--- config.mk ---
export PLATFORM = sky130hd
export DESIGN_NAME = iir_filter
export DESIGN_NICKNAME = d
export VERILOG_FILES = /design/src/rtl/iir_pkg.sv /design/src/rtl/iir_mac.sv /design/src/rtl/iir_filter.sv
export SDC_FILE = /design/constraint.sdc
export NUM_CORES = 2
export LEC_CHECK = 0
export ABC_AREA = 0
export BUFFER_PORTS_ARGS = -buffer_cell sky130_fd_sc_hd__buf_2
export CORE_UTILIZATION = 25
export CTS_CLUSTER_SIZE = 16
export DETAILED_ROUTE_END_ITERATION = 10
export SLEW_MARGIN = 15
export SYNTH_ARGS = -nofsm -noshare
export SYNTH_HDL_FRONTEND = slang
export SYNTH_SLANG_ARGS = --single-unit
--- constraint.sdc ---
create_clock -name clk -period 12.1 [get_ports clk]
set_input_delay 1.21 -clock clk [delete_from_list [all_inputs] [get_ports clk]]
set_output_delay 1.21 -clock clk [all_outputs]
set_load 0.005 [all_outputs]
--- src/rtl/iir_pkg.sv ---
// Shared widths, coefficient map and the round/saturate helper for the
// four-section biquad IIR filter.
package iir_pkg;
    localparam int DATA_W     = 24;
    localparam int COEF_W     = 16;
    localparam int IN_W       = 16;
    localparam int ACC_W      = 48;
    localparam int FRAC       = 14;
    localparam int PROD_W     = DATA_W + COEF_W;
    localparam int NUM_SECT   = 4;
    localparam int NUM_COEF   = 5 * NUM_SECT;
    localparam int SECT_CLKS  = 6;
    localparam int MAC_STEPS  = 5;

    localparam int B0 = 0;
    localparam int B1 = 1;
    localparam int B2 = 2;
    localparam int A1 = 3;
    localparam int A2 = 4;

    localparam logic signed [ACC_W-1:0] RND_HALF = ACC_W'(1 << (FRAC - 1));
    localparam logic signed [ACC_W-1:0] SAT_MAX  = ACC_W'((1 << (DATA_W - 1)) - 1);
    localparam logic signed [ACC_W-1:0] SAT_MIN  = -SAT_MAX - ACC_W'(1);

    // Q3.37 accumulator back to Q1.23: round half-up, then clamp.
    function automatic logic signed [DATA_W-1:0] sat_round(input logic signed [ACC_W-1:0] acc);
        logic signed [ACC_W-1:0] t;
        t = (acc + RND_HALF) >>> FRAC;
        if (t > SAT_MAX) begin
            t = SAT_MAX;
        end else if (t < SAT_MIN) begin
            t = SAT_MIN;
        end
        return t[DATA_W-1:0];
    endfunction
endpackage

--- src/rtl/iir_mac.sv ---
// Signed 24x16 multiply-accumulate; clr starts a fresh sum with this product,
// neg subtracts it. The rounded, saturated accumulator is always on result.
module iir_mac
    import iir_pkg::*;
(
    input  logic                     clk,
    input  logic                     nrst,
    input  logic                     en,
    input  logic                     clr,
    input  logic                     neg,
    input  logic signed [DATA_W-1:0] a,
    input  logic signed [COEF_W-1:0] b,
    output logic signed [DATA_W-1:0] result
);
    logic signed [PROD_W-1:0] prod;
    logic signed [ACC_W-1:0]  prod_ext;
    logic signed [ACC_W-1:0]  base;
    logic signed [ACC_W-1:0]  acc_d;
    logic signed [ACC_W-1:0]  acc_q;

    always_comb begin
        prod     = a * b;
        prod_ext = {{(ACC_W - PROD_W){prod[PROD_W-1]}}, prod};
        base     = clr ? '0 : acc_q;
        acc_d    = acc_q;
        if (en) begin
            acc_d = neg ? (base - prod_ext) : (base + prod_ext);
        end
        result = sat_round(acc_q);
    end

    always_ff @(posedge clk) begin
        if (nrst) begin
            acc_q <= '0;
        end else begin
            acc_q <= acc_d;
        end
    end
endmodule

--- src/rtl/iir_filter.sv ---
// 8th-order IIR low-pass: four direct-form-I biquads time-shared on one MAC,
// sequenced by a free-running phase counter over each sample period.
module iir_filter
    import iir_pkg::*;
#(
    parameter int SAMPLE_CLKS = 52
) (
    input  logic              clk,
    input  logic              nrst,
    input  logic              c_we,
    input  logic [COEF_W-1:0] c_in,
    input  logic [4:0]        c_addr,
    input  logic [IN_W-1:0]   din,
    output logic [DATA_W-1:0] dout
);
    localparam int SECT_W = $clog2(NUM_SECT);
    localparam int PH_W   = $clog2(SAMPLE_CLKS);
    localparam logic [PH_W-1:0] PH_LAST     = PH_W'(SAMPLE_CLKS - 1);
    localparam logic [PH_W-1:0] PH_CALC_END = PH_W'(SECT_CLKS * NUM_SECT);
    localparam logic [PH_W-1:0] PH_OUT      = PH_W'(SECT_CLKS * NUM_SECT + 1);

    logic [PH_W-1:0]          phase_q, phase_d;
    logic [2:0]               step_q, step_d;
    logic [SECT_W-1:0]        sect_q, sect_d;
    logic signed [COEF_W-1:0] coef_q [NUM_COEF];
    logic signed [COEF_W-1:0] coef_d [NUM_COEF];
    logic signed [DATA_W-1:0] x1_q [NUM_SECT], x1_d [NUM_SECT];
    logic signed [DATA_W-1:0] x2_q [NUM_SECT], x2_d [NUM_SECT];
    logic signed [DATA_W-1:0] y1_q [NUM_SECT], y1_d [NUM_SECT];
    logic signed [DATA_W-1:0] y2_q [NUM_SECT], y2_d [NUM_SECT];
    logic signed [DATA_W-1:0] x_cur_q, x_cur_d;
    logic [DATA_W-1:0]        dout_q, dout_d;

    logic                     in_calc;
    logic [4:0]               coef_idx;
    logic                     mac_en, mac_clr, mac_neg;
    logic signed [DATA_W-1:0] mac_a;
    logic signed [COEF_W-1:0] mac_b;
    logic signed [DATA_W-1:0] mac_y;

    assign dout = dout_q;

    // Steps 0..4 of a section are MACs (b0 x, b1 x1, b2 x2, -a1 y1, -a2 y2); step 5 commits.
    always_comb begin
        in_calc  = (phase_q != '0) && (phase_q <= PH_CALC_END);
        coef_idx = '0;
        if (step_q < 3'(MAC_STEPS)) begin
            coef_idx = 5'(sect_q) * 5'd5 + 5'(step_q);
        end
        mac_b = coef_q[coef_idx];
        case (step_q)
            3'd0:    mac_a = x_cur_q;
            3'd1:    mac_a = x1_q[sect_q];
            3'd2:    mac_a = x2_q[sect_q];
            3'd3:    mac_a = y1_q[sect_q];
            3'd4:    mac_a = y2_q[sect_q];
            default: mac_a = '0;
        endcase
        mac_en  = !c_we && in_calc && (step_q < 3'(MAC_STEPS));
        mac_clr = (step_q == 3'd0);
        mac_neg = (step_q >= 3'(A1));
    end

    always_comb begin
        phase_d = phase_q;
        step_d  = step_q;
        sect_d  = sect_q;
        coef_d  = coef_q;
        x1_d    = x1_q;
        x2_d    = x2_q;
        y1_d    = y1_q;
        y2_d    = y2_q;
        x_cur_d = x_cur_q;
        dout_d  = dout_q;
        if (c_we) begin
            phase_d = '0;
            step_d  = '0;
            sect_d  = '0;
            if (c_addr < 5'(NUM_COEF)) begin
                coef_d[c_addr] = c_in;
            end
        end else begin
            phase_d = (phase_q == PH_LAST) ? '0 : phase_q + PH_W'(1);
            if (phase_q == '0) begin
                x_cur_d = {din, {(DATA_W - IN_W){1'b0}}};
                step_d  = '0;
                sect_d  = '0;
            end else if (in_calc) begin
                if (step_q == 3'(MAC_STEPS)) begin
                    step_d         = '0;
                    sect_d         = sect_q + SECT_W'(1);
                    x2_d[sect_q]   = x1_q[sect_q];
                    x1_d[sect_q]   = x_cur_q;
                    y2_d[sect_q]   = y1_q[sect_q];
                    y1_d[sect_q]   = mac_y;
                    x_cur_d        = mac_y;
                end else begin
                    step_d = step_q + 3'd1;
                end
            end
            if (phase_q == PH_OUT) begin
                dout_d = x_cur_q;
            end
        end
    end

    always_ff @(posedge clk) begin
        if (nrst) begin
            phase_q <= '0;
            step_q  <= '0;
            sect_q  <= '0;
            coef_q  <= '{default: '0};
            x1_q    <= '{default: '0};
            x2_q    <= '{default: '0};
            y1_q    <= '{default: '0};
            y2_q    <= '{default: '0};
            x_cur_q <= '0;
            dout_q  <= '0;
        end else begin
            phase_q <= phase_d;
            step_q  <= step_d;
            sect_q  <= sect_d;
            coef_q  <= coef_d;
            x1_q    <= x1_d;
            x2_q    <= x2_d;
            y1_q    <= y1_d;
            y2_q    <= y2_d;
            x_cur_q <= x_cur_d;
            dout_q  <= dout_d;
        end
    end

    iir_mac u_mac (
        .clk    (clk),
        .nrst   (nrst),
        .en     (mac_en),
        .clr    (mac_clr),
        .neg    (mac_neg),
        .a      (mac_a),
        .b      (mac_b),
        .result (mac_y)
    );
endmodule

======== Word-level counts from Yosys, hierarchy flattened ========
Index checks and enable logic that the tools add are counted.
word-level totals
  output and inout bits ................... 24
  input port bits ......................... 40
  memories kept ........................... 0
  bits in registers ....................... 811
  bits in latches ......................... 0
  memory bits (writable) .................. 0
  ROM bits ................................ 0
cells by class
  bitwise logic cells ..................... 5
  $mul .................................... 2
  add/subtract/negate cells ............... 7
  $lt $le $gt $ge ......................... 11
  multiplexer cells ....................... 34
  eq/ne operators ......................... 7
  shift operators ......................... 0
  divide/modulo/power cells ............... 0
  reduce and logical (&&, ||, !) cells .... 18
operators with widths
  kind                                                                     number
  96-bit bitwise mux                                                       4
  24-bit 2-to-1 mux                                                        14
  320-bit bitwise mux                                                      1
  24-bit binary-select mux with 2-bit select                               4
  24-bit case mux with 5 select lines                                      1
  48-bit 2-to-1 mux                                                        2
  16-bit binary-select mux with 5-bit select                               1
  16-bit demux with 5-bit select                                           1
  48-bit by 15-bit adder with 48-bit output (second input constant)        1
  48-bit by 40-bit adder with 48-bit output                                1
  24-bit demux with 2-bit select                                           1
  16-bit 2-to-1 mux                                                        3
  48-bit by 40-bit subtractor with 48-bit output                           1
  24-bit by 16-bit multiplier with 40-bit output                           1
  34-bit by 24-bit > comparator with 1-bit output (second input constant)  1
  34-bit by 24-bit < comparator with 1-bit output (second input constant)  1
  6-bit >= comparator (second input constant)                              2
  5-bit inverter with 6-bit output                                         2
  6-bit by 1-bit adder with 6-bit output (second input constant)           1
  3-bit by 2-bit == test with 1-bit output (second input constant)         2
  3-bit == test (second input constant)                                    2
  6-bit by 5-bit == test with 1-bit output (second input constant)         1
  6-bit == test (second input constant)                                    1
  6-bit by 5-bit <= comparator with 1-bit output (second input constant)   1
  25 further kinds                                                         34

======== Longest topological paths before layout ========
  word-level depth ........................ 10
  depth in mapped cells ................... 51
  mapped depth without buffers ............ 50

======== By module ========
From an unflattened synthesis, not the netlist that was laid out.
unflattened totals
  cell total of the unflattened synthesis .. 6,379
  area, all modules ....................... 53,317.4 um2
modules (own cells, without submodules)
  module      times used  sequential area each (um2)  area an instance (um2)  cells each
  iir_filter  1           15,274.6                    32,627.5                3,888
  iir_mac     1           960.9                       20,689.8                2,491

======== Least setup slack after synthesis ========
No wires, ideal clock.
  path type ............................... register to register
  start point ............................. register sect_q[1]
  end point ............................... register u_mac.acc_q[47]
  stages on the path, launching flop included .. 46
  data arrival time ....................... 11.634 ns
  clock period less this slack ............ 11.722 ns
  setup slack ............................. 0.378 ns
  data required time ...................... 12.012 ns
  cells stage by stage .................... dfxtp_1 ha_1 ha_1 buf_1 clkbuf_1 clkbuf_1 mux2i_1 a211oi_1 o22ai_1 a311oi_1 or2_2 clkbuf_1 nand2_1 fa_1 inv_1 fa_1 inv_1 fa_1 [... 10 more ...] a211oi_1 o31ai_1 or3_1 a2111oi_4 nand4_1 and4b_1 and2_4 nand2_1 nand2_1 xor2_1 ha_1 nand2_1 or3_1 a211oi_1 nor2_1 a2111oi_0 nor3b_1 o32ai_2
on the way
  cells in the longest elaborated chain, start to end .. 10
  elaborated cells on any way between the ends .. 25
RTL lines
  what                                                                                                                line               text
  from (decl)                                                                                                         iir_filter.sv:24   logic [SECT_W-1:0] sect_q, sect_d;
  from (signal assigned)                                                                                              iir_filter.sv:122  sect_q <= sect_d;
  2-bit by 3-bit multiplier with 5-bit output                                                                         iir_filter.sv:48   coef_idx = 5'(sect_q) * 5'd5 + 5'(step_q);
  5-bit by 3-bit adder with 5-bit output                                                                              iir_filter.sv:48
  5-bit 2-to-1 mux                                                                                                    iir_filter.sv:47   if (step_q < 3'(MAC_STEPS)) begin
  5-bit inverter with 6-bit output (not written as such)                                                              iir_filter.sv:50   mac_b = coef_q[coef_idx];
  16-bit binary-select mux with 5-bit select                                                                          iir_filter.sv:50
  16-bit 2-to-1 mux (not written as such) (2 in a row)                                                                iir_filter.sv:50
  24-bit by 16-bit multiplier with 40-bit output (*)                                                                  iir_mac.sv:22      prod = a * b;
  48-bit by 40-bit adder with 48-bit output / 48-bit by 40-bit subtractor with 48-bit output (equally long branches)  iir_mac.sv:27      acc_d = neg ? (base - prod_ext) : (base + prod_ext);
  48-bit 2-to-1 mux (*)                                                                                               iir_mac.sv:27
  to (signal assigned)                                                                                                iir_mac.sv:34      acc_q <= '0;
  to (signal assigned)                                                                                                iir_mac.sv:36      acc_q <= acc_d;
  to (decl)                                                                                                           iir_mac.sv:19      logic signed [ACC_W-1:0] acc_q;
Mark *: on every way between the ends. The rest lies on a longest branch, timed or not. The select of a mux whose other input is x is not followed.
A chain may end at the register's enable or synchronous reset.

======== Worst setup path in the final report ========
  start point ............................. register sect_q[0]
  end point ............................... register u_mac.acc_q[47]
Same word-level chain as after synthesis.

==> impl_results.md <==
- Skew-Pair Late Insertion Delay: 0.71 ns
- Period utilisation layout: 0.965
- Status: complete, no violations
- Die Y: 463 um
- Final ANT Viol Nets: 0
- GPL Wtd Cong: 0.937
- Worst R2R Setup Slack: 0.43 ns
- Place WS: 0.158 ns
- Worst-Margin Slew: 1.25 ns
- # hold bufs at CTS: 0
- Fin. max-slew vios: 0
- CTS tree: built
- I/O Pins: 64
- Max VDD drop: 107 uV
- Simple-gate share of the synthesized area: 0.200
- MaxCap Viol Count: 0
- # rows: 168
- Power Dens Cells: 109 nW/um^2
- DR vias/cell: 4.95
- Final worst slack: 0.428 ns
- Core Region: 210000 um^2
- DRC violations left: 0
- Max Root-Sink Buffers: 3
- Mean Syn Cell Area: 8.06 um^2
- First-pass GRT wire length: 274000 um
- Largest family of logic cells by synthesized area: simple AND/OR/NAND/NOR gates
- Async S/R FF share, synth: 0
- Crit path max-delay cell type: fa_1
- CP Class: reg -> reg
- Setup TNS: 0 ns
- Setup Skew: 0.0487 ns
- Htree depth: 3
- Worst setup EP type: flip-flop
- Starting Density: 0.252
- Tot Pwr: 6.75 mW
- Ys flop type: dfxtp_1
- Die area: 214000 um^2
- DP Cell Count: 9453
- Via count: 47500
- Final setup fails: 0
- Dpl hpwl: 123000 um
- Layout area overhead: 17.1%
- Worst Path Arrival: 12.24 ns
- Register area share after synthesis: 0.306
- GRT overflow: 0
- Distinct cells, synth: 91
- WL/cell: 18.4 um
- Synth Warn #: 0
- Minimum clock period: 11.67 ns
- Post-synthesis adder-cell area fraction: 0.180
- Multiplexer area fraction after synthesis: 0.0590
- Max Clk Rate: 85.7 MHz
- Initial antenna violation count: 4
- CP Launch Type: flip-flop
- EDFF count, synth: 0
- Num Clock Sinks: 811
- Synthesized area: 53100 um^2
- Max stage delay on crit path: 0.57 ns
- Syn Inst Count: 6581
- Clock slew at reported path FFs: 0.08 ns
- Seq cells post-synth: 811
- Post-synthesis xor/xnor area fraction: 0.0228
- Static leakage: 23.7 nW
- Layout cell share with drive strength beyond 1: 0.130
- Top cell by count, worst path: fa_1
- Syn nets: 7158
- Iter 0 DRT Violations: 4639
- Compound-cell area share of the yosys netlist: 0.165
- Total GRT Usage: 0.160
- Total Nets Final: 7310
- Num CTS Buffers: 79
- Final Instance Count excl. Fillers: 9601
- Register area: 16200 um^2
- Final Hold Viols: 0
- CP Max Fanout: 18
- First drt pass iteration count: 5
- CP Data Required Time: 12.67 ns
- DIE WIDTH: 463 um
- Routed Wire Length: 177000 um
- IO buf count: 63
- Pin count of the biggest net entering global routing: 193
- Vias in the first global route: 46400
- Hold Path Class: reg -> reg
- Footprint of the multi-input gates: 33700 um^2
- CTS root buf: clkbuf_16
- Fillers: 22300
- Final core occ: 0.296
- Relative slew slack: 0.164
==> critical path: cells and delay by family (launching register included) <==
family / cells / cell delay, ns
AOI/OAI and AO/OA: 14 / 2.74
xor gates and xnor gates: 1 / 0.18
adders and majority gates: 11 / 4.82
buffers and inverters: 10 / 1.33
DFF: 1 / 0.51
and+or+nand+nor: 11 / 1.94
==> final cells by class <==
type                       count  share of cell area
antenna                        3            0.000121
inverter                     491              0.0297
tap                         2805              0.0565
clock buffer                 115              0.0374
timing repair buffer         516              0.0652
clock inverter                26             0.00675
sequential                   811               0.261
multi-input combinational   4834               0.543
==> per-layer routing <==
| layer | GRT usage | vias up | part of all wire |
|---|---|---|---|
| met2 | 0.257 | 1703 | 0.46 |
| met3 | 0.0280 | 285 | 0.071 |
| met4 | 0.0489 | 0 | 0.029 |
| met5 | 0 | - | 0 |
| li1 | - | 22100 | - |
| met1 | 0.217 | 23400 | 0.44 |
==> sequential cells by signal, summed over array words and instances (netlist names) <==
signal	count
coef_q	320
x1_q	96
x2_q	96
y1_q	96
y2_q	96
u_mac.acc_q	48
dout	24
x_cur_q	24
phase_q	6
step_q	3
sect_q	2
==> synth_stat cells (10+ instances only) <==
cell type,n,area [um^2]
nand2_1,1684,6320
dfxtp_1,811,16200
a21oi_1,806,4030
inv_1,490,1840
nor2_1,480,1800
clkbuf_1,408,1530
fa_1,377,7550
ha_1,160,2000
a211oi_1,144,1080
mux4_2,98,2210
mux2i_1,90,901
o21ai_0,82,410
xnor2_1,76,666
nand3_1,75,375
nor2b_1,68,425
xor2_1,62,543
a22oi_1,45,338
a21o_1,42,315
nand2b_1,40,250
nor3_1,36,180
nand4_1,35,219
and2_1,31,194
o21a_1,29,218
buf_1,25,93.8
and3_1,21,131
and4_1,20,175
o211ai_1,20,150
o221ai_1,20,175
o22ai_1,17,106
or3_1,17,106
a31oi_1,16,100
a221oi_1,15,131
a221o_1,14,140
o31ai_1,14,105
a211oi_2,13,163
o21a_4,13,195
a222oi_1,10,100
buf_2,10,50.1
o21bai_1,10,75.1
==> final timing paths <==
kind | startpoint | cells past startpoint | endpoint
hold / removal | u_mac.acc_q[7]$_SDFFE_PP0P_ | 2 | u_mac.acc_q[7]$_SDFFE_PP0P_
setup reg to reg | sect_q[0]$_SDFFE_PP0P_ | 47 | u_mac.acc_q[47]$_SDFFE_PP0P_
hold reg to reg | u_mac.acc_q[7]$_SDFFE_PP0P_ | 2 | u_mac.acc_q[7]$_SDFFE_PP0P_
setup / recovery | sect_q[0]$_SDFFE_PP0P_ | 47 | u_mac.acc_q[47]$_SDFFE_PP0P_
==> report_power, final <==
group	internal, mW	switching [mW]	total [mW]
sequential	2.70	0.0517	2.75
clock	1.46	1.18	2.64
combinational	0.542	0.816	1.36
==> cell families (layout without fill, tap and decap cells) <==
group	after synthesis	after routing
fa+ha+maj	537	537
other cells	0	3
mux	190	190
compound gates	1406	1407
simple gates	2562	2562
buf+inv	937	1148
xor+xnor	138	138
flops	811	811
==> cell usage in the layout, fill, tap and decap left out, drive strengths merged, types with 17 or more instances in the layout <==
| cell type | instances |
|---|---|
| dfxtp | 811 |
| nand2 | 1684 |
| xnor2 | 76 |
| nand2b | 40 |
| o21a | 42 |
| nor2b | 68 |
| buf | 515 |
| mux4 | 98 |
| o221ai | 20 |
| mux2i | 90 |
| nand4 | 36 |
| a211oi | 157 |
| a21oi | 807 |
| and4 | 21 |
| ha | 160 |
| nand3 | 75 |
| fa | 377 |
| xor2 | 62 |
| a22oi | 45 |
| and3 | 22 |
| clkbuf | 116 |
| inv | 494 |
| or3 | 17 |
| and2 | 32 |
| o211ai | 23 |
| nor3 | 38 |
| o21ai | 90 |
| o22ai | 18 |
| a21o | 42 |
| nor2 | 481 |
==> metrics by stage <==
stage	hold slack [ns]	instance area (um^2)
3_3_place_gp	0.435	59100
4_1_cts	0.452	61800
2_1_floorplan	0.427	53100
5_1_grt	0.468	62100
3_5_place_dp	0.443	59100
6_report	0.449	62100
==> timing repair <==
action | in CTS | in global routing
setup endpoints to repair | 0 | 18
gates resized for setup | 0 | 58
setup buffers | 0 | 2
Note: power is estimated with default switching activity, not from simulation.
